## src/rtl/priority_pkg.sv

```systemverilog
// Shared definitions for the priority grant decoder: default line count,
// code-width helper and the grant FSM state type.
package priority_pkg;

    localparam int LINES_DEF = 8;

    typedef enum logic {
        IDLE  = 1'b0,
        GRANT = 1'b1
    } state_e;

    function automatic int code_w(input int lines);
        return (lines > 1) ? $clog2(lines) : 1;
    endfunction

endpackage

```

## src/rtl/prio_onehot_pick.sv

```systemverilog
// Combinational pick of the highest set bit of a mask as a one-hot vector,
// plus a flag that any bit is set.
module prio_onehot_pick
    import priority_pkg::*;
#(
    parameter int LINES = LINES_DEF
) (
    input  logic [LINES-1:0] mask,
    output logic [LINES-1:0] onehot,
    output logic             any
);

    // Ascending scan: the last set bit seen, i.e. the highest, wins.
    always_comb begin
        onehot = '0;
        for (int i = 0; i < LINES; i++) begin
            if (mask[i]) begin
                onehot    = '0;
                onehot[i] = 1'b1;
            end
        end
    end

    assign any = |mask;

endmodule

```

## src/rtl/priority_grant_decoder_8bit.sv

```systemverilog
// Latches decoded line codes into a pending mask and offers one-hot grants to
// the highest pending line, one at a time, released by grant_ack.
//
// state | meaning
// IDLE  | no grant offered; picks highest pending line if any
// GRANT | grant held stable until grant_ack
module priority_grant_decoder_8bit
    import priority_pkg::*;
#(
    parameter  int LINES  = LINES_DEF,
    localparam int CODE_W = code_w(LINES)
) (
    input  logic              clk,
    input  logic              rst,
    input  logic [CODE_W-1:0] code,
    input  logic              code_valid,
    output logic [LINES-1:0]  grant,
    output logic              grant_valid,
    input  logic              grant_ack,
    output logic [LINES-1:0]  pending,
    output logic              dup_err,
    output logic              range_err
);

    state_e           state_q, state_d;
    logic [LINES-1:0] pending_q, pending_d;
    logic [LINES-1:0] grant_q, grant_d;
    logic             dup_q, dup_d;
    logic             range_q, range_d;

    logic [LINES-1:0] pick_oh;
    logic             pick_any;
    logic             in_range;
    logic             ack_fire;
    logic [LINES-1:0] clr_mask;
    logic [LINES-1:0] set_mask;
    logic [LINES-1:0] kept;

    prio_onehot_pick #(.LINES(LINES)) u_pick (
        .mask   (pending_q),
        .onehot (pick_oh),
        .any    (pick_any)
    );

    // Clear of the acked line is applied before the new set, so a code that
    // re-requests the line being released is a fresh request, not a duplicate.
    always_comb begin
        in_range  = 32'(code) < LINES;
        ack_fire  = (state_q == GRANT) && grant_ack;
        clr_mask  = ack_fire ? grant_q : '0;
        set_mask  = (code_valid && in_range) ? (LINES'(1) << code) : '0;
        kept      = pending_q & ~clr_mask;
        pending_d = kept | set_mask;
        dup_d     = |(kept & set_mask);
        range_d   = code_valid && !in_range;
    end

    always_ff @(posedge clk) begin
        if (rst) begin
            state_q <= IDLE;
        end else begin
            state_q <= state_d;
        end
    end

    always_comb begin
        state_d = state_q;
        case (state_q)
            IDLE:    if (pick_any)  state_d = GRANT;
            GRANT:   if (grant_ack) state_d = IDLE;
            default: state_d = IDLE;
        endcase
    end

    always_comb begin
        grant_d = grant_q;
        case (state_q)
            IDLE:    grant_d = pick_oh;
            GRANT:   if (grant_ack) grant_d = '0;
            default: grant_d = '0;
        endcase
    end

    always_ff @(posedge clk) begin
        if (rst) begin
            pending_q <= '0;
            grant_q   <= '0;
            dup_q     <= 1'b0;
            range_q   <= 1'b0;
        end else begin
            pending_q <= pending_d;
            grant_q   <= grant_d;
            dup_q     <= dup_d;
            range_q   <= range_d;
        end
    end

    assign grant       = grant_q;
    assign grant_valid = (state_q == GRANT);
    assign pending     = pending_q;
    assign dup_err     = dup_q;
    assign range_err   = range_q;

endmodule

```

## config.mk

```make
export PLATFORM = sky130hd
export DESIGN_NAME = priority_grant_decoder_8bit
export DESIGN_NICKNAME = d
export VERILOG_FILES = /design/src/rtl/priority_pkg.sv /design/src/rtl/prio_onehot_pick.sv /design/src/rtl/priority_grant_decoder_8bit.sv
export SDC_FILE = /design/constraint.sdc
export NUM_CORES = 1
export LEC_CHECK = 0
export ABC_AREA = 1
export BUFFER_PORTS_ARGS = -buffer_cell sky130_fd_sc_hd__buf_2
export CAP_MARGIN = 20
export CORE_AREA = 2 2 40 51
export DETAILED_ROUTE_END_ITERATION = 10
export DIE_AREA = 0 0 42 53
export PLACE_DENSITY_LB_ADDON = 0.25
export SLEW_MARGIN = 30
export SYNTH_ARGS = -nofsm -noshare
export SYNTH_HDL_FRONTEND = slang
export SYNTH_SLANG_ARGS = --single-unit
export TNS_END_PERCENT = 100
```

## constraint.sdc

```tcl
create_clock -name clk -period 3.2 [get_ports clk]
set_input_delay 0.64 -clock clk [delete_from_list [all_inputs] [get_ports clk]]
set_output_delay 0.64 -clock clk [all_outputs]
set_load 0.005 [all_outputs]
```

# == Word-level counts from Yosys, hierarchy flattened ==
# Index checks and enable logic that the tools add are counted.
# word_totals
regBits,18
# classes
eq_ne,1
shift,1
mux,15
n_bitwise,5
reduce_logical,3
# ops
operator,n
$mux 8,4
$and 8x8->8,2
$pmux 8 s2,1
$reduce_or 8->1,2
$not 8->8,1
$or 8x8->8,1
$shl 1x3->8 const A,1
$mux 7,1
$mux 6,1
$mux 5,1
$mux 4,1
$mux 1,3
$mux 3,1
$mux 2,1
$ne 2x2->1 const B,1
$pmux 1 s2,1
$logic_and 1x1->1,1
$not 1->1,1

# == Longest topological paths before layout ==
# depth
ltp_word,9
depth_mapped,8
ltp_nobuf,8

# == Modules after synthesis ==
# Synthesis repeated with hierarchy kept, for this count alone.
# unflattened
cells_unflattened,142
area_unflattened_um2,902.1
# modules_own_cells
module,instances,cells_each,area_each_um2,seq_area_each_um2
priority_grant_decoder_8bit,1,112,777.0,360.3
prio_onehot_pick,1,30,125.1,0.0

# == Worst setup path after synthesis ==
# No wires, ideal clock.
# synth_path
path_type,in2reg
from,input port grant_ack
to,register dup_q (netlist: dup_err)
t_arrival_ps,1191
slack_ps,1891
stages,8
n_path_buf,1
cell_sequence,buf_6 -> nand3_1 -> nand2_1 -> nor2_1 -> nor2_2 -> nand2_1 -> nor2_1 -> nor2_1
# synth_via
elab_chain_cells,6
# synth_lines
item,line,source
"start, declared",priority_grant_decoder_8bit.sv:19,"input logic grant_ack,"
$logic_and 1x1->1,priority_grant_decoder_8bit.sv:49,ack_fire = (state_q == GRANT) && grant_ack;
$mux 8,priority_grant_decoder_8bit.sv:50,clr_mask = ack_fire ? grant_q : '0;
$not 8->8,priority_grant_decoder_8bit.sv:52,kept = pending_q & ~clr_mask;
$and 8x8->8,priority_grant_decoder_8bit.sv:52,
$and 8x8->8,priority_grant_decoder_8bit.sv:54,dup_d = |(kept & set_mask);
$reduce_or 8->1,priority_grant_decoder_8bit.sv:54,
"end signal, assigned",priority_grant_decoder_8bit.sv:93,dup_q <= dup_d;
"end, declared",priority_grant_decoder_8bit.sv:28,"logic dup_q, dup_d;"
# Every way passes these cells.
# A chain may end at the register's enable or synchronous reset.

# == Worst setup path in the final report ==
# layout_path
from,register state_q (netlist: grant_valid)
to,output port grant_valid
# layout_rtl
item,line,source
"start, declared",priority_grant_decoder_8bit.sv:25,"state_e state_q, state_d;"
"start signal, assigned",priority_grant_decoder_8bit.sv:62,state_q <= state_d;
"end, declared",priority_grant_decoder_8bit.sv:18,"output logic grant_valid,"
# No word-level cell between the ends.

==> flow_summary_export.csv <==
group,metric,value,unit
cts,cts_buffers,3,
cts,cts_tree,"yes",
placement,place_congestion,0.771,
critical_path,cp-end-kind,"output pin",
cts,clockBufferDepth,2,
critical_path,cp.arrival,1090,ps
cts,clock_sinks,18,
die,core_area,0.00172,mm²
synthesis,avgSynthCellArea,6.87,µm²
sta,final.min_clock_period,1730,ps
global_route,antenna_found_initial,0,
synthesis,seq_area_frac_synth,42.7,%
die,die_x,42,µm
critical_path,r2r_setup_slack,1890,ps
die,fp.dieArea,0.00223,mm²
power_and_ir_drop,powerDensity,442,mW/mm²
synthesis,ys_warn_count,0,
sta,finalHoldViolations,0,
sta,timing.fmax,578,MHz
synthesis,synth_top_area_share,42.7,%
placement,dp_cells,161,
drt,drtAntennaViolNets,0,
critical_path,r2r_start,"grant_valid",
drt,drc_errors,0,
sta,timing.final.crit_share,54.0,%
synthesis,yosys.area.top_type,"dfxtp_1",
critical_path,slowest_delay,600,ps
run,maxCapViolCount,0,
cells_and_area,area_delta_synth_final,16.3,%
cts,insertion_delay,290,ps
sta,setup_viol_count_final,0,
hold_path,hold_end,"grant[7]",
critical_path,crit_required,2560,ps
global_route,grt_usage,16.4,%
critical_path,path_class,"flip-flop to output pin",
cells_and_area,n_antenna_cell,0,
status,status,"completed",
cells_and_area,fin_nets,154,
cts,holdBufCountCts,0,
synthesis,syn_area,845,µm²
power_and_ir_drop,leakage,0.000437,µW
die,start_util,49.0,%
critical_path,cp_top_family,"flip-flops",
placement,place_area,946,µm²
cts,cts_setup_buffers,0,
global_route,grt_max_degree,19,
drt,wl,1720,µm
cts,cts_root_buffer,"clkbuf_4",
drt,drt_iter0_markers,16,
critical_path,cp.buffers_inverters,1,
synthesis,syn_inst,123,
global_route,grt_pass1_vias,702,
sta,rsz0062_at_grt,"false",
hold_path,hold_class,"flip-flop to flip-flop",
die,die_h,53,µm
critical_path,path_cells,"buf_2",
hold_path,min_path_cells,2,
global_route,grt_pass1_wl,2790,µm
critical_path,crit_slowest_cell,"dfxtp_1",
critical_path,cp-start-kind,"flip-flop",
sta,slew_viol_final,0,
drt,num_vias,811,
power_and_ir_drop,power.total,434,µW
cells_and_area,fin_cells,165,
placement,hpwl,1330,µm
synthesis,synth_fp_nets,130,
sta,worst_clock_skew,1.26,ps
sta,worst_slack,1470,ps
die,io_pins,26,
sta,fin_setup_tns,0,ps
drt,routed_via_density,4.92,
hold_path,worstHoldStart,"grant[7]",
critical_path,rr_worst_depth,7,
placement,pre_cts_ws,1670,ps
placement,port_buffers,24,
critical_path,crit_path_max_fanout,14,
critical_path,regToRegEndpoint,"dup_err",
global_route,grt_remaining_overflow,0,
synthesis,synth.area.top_cells,"dfxtp_1, nand2_1, a21oi_1",
cts,path_clk_slew,100,ps
cts,htreeDepth,1,
die,num_rows,17,
cells_and_area,post_route_cells_drive_above_1_share,22.6,%
synthesis,synth.ff_latch_count,18,
drt,wire_per_inst,10.4,µm
power_and_ir_drop,ir_worst_vdd,242,µV
drt,firstDrtPassIters,4,
cells_and_area,stdcell_area,982,µm²
synthesis,post_synth_num_cell_types,18,
cts,cts.repair.resized,0,
## per-stage QoR
stage          utilization [%]  hold slack, ps
2_1_floorplan                -             468
3_3_place_gp              54.9             462
3_5_place_dp              54.9             467
4_1_cts                   57.0             483
5_1_grt                   57.0             509
6_report                  57.0             486
## sequential cells by signal, indices dropped and copies added, names as in the netlist
register	cells
dup_err	1
grant	8
grant_valid	1
pending	8
## layer usage
layer,up-vias,track usage (%),routed length [µm]
li1,438,-,-
met1,354,21.4,844
met2,17,26.6,808
met3,2,1.02,52
met4,0,9.68,19
met5,-,0,0
## how the worst max path moves through the flow
stage / startpoint / to / slack (ps) / cells after the start
after floorplan: grant_ack / dup_err / 1890 / 8
after global routing: grant_valid / grant_valid / 1390 / 1
after CTS: grant_valid / grant_valid / 1470 / 1
final: grant_valid / grant_valid / 1470 / 1
after detailed placement: grant_ack / dup_err / 1670 / 8
after global placement: grant_ack / dup_err / 1670 / 8
## synth_stat cells
library cell  instances
inv_2                 1
nor2_1               18
buf_6                 2
nor3_1                2
conb_1                1
inv_1                 9
nand4_1               1
nand3_1              12
nand2_1              32
nand3b_1              1
dfxtp_1              18
buf_2                 1
nor2_2                3
buf_4                 2
nor2_4                1
a21oi_1              17
nor4_1                1
a21boi_0              1
## power breakdown
part           leakage [µW]  switching [µW]  internal [µW]
clock network     0.0000210            69.8           69.2
registers          0.000146            12.0            232
logic              0.000270            31.9           19.1
total              0.000437             114            320
## worst reg2reg max path: cells and delay by family (launching register included)
kind             cells  cell delay (ps)
and+or+nand+nor      7              600
DFF                  1              600
## logic make-up (layout without fill, tap and decap cells)
kind of cell	count (synthesis)	after routing	share of synthesized area, %
DFF	18	18	42.7
other	1	1	0.444
and+or+nand+nor	71	71	36.4
AOI/OAI and AO/OA	18	18	11.0
buffers and inverters	15	38	9.48
## cell type report
cell class	instances	area (µm²)
fill	182	741
multi-input combinational	90	404
sequential	18	360
timing repair buffer	24	120
inverter	10	37.5
clock buffer	4	36.3
tap	19	23.8
## layout by cell type, fill, tap and decap left out
master    count
nand2_1      32
buf_2        24
nor2_1       18
dfxtp_1      18
a21oi_1      17
nand3_1      12
inv_1         9
nor2_2        3
clkbuf_4      3
nor3_1        2
inv_2         1
nor2_4        1
nand3b_1      1
nand4_1       1
nor4_1        1
a21boi_0      1
conb_1        1
clkbuf_8      1
Note: power is estimated with default switching activity, not from simulation.
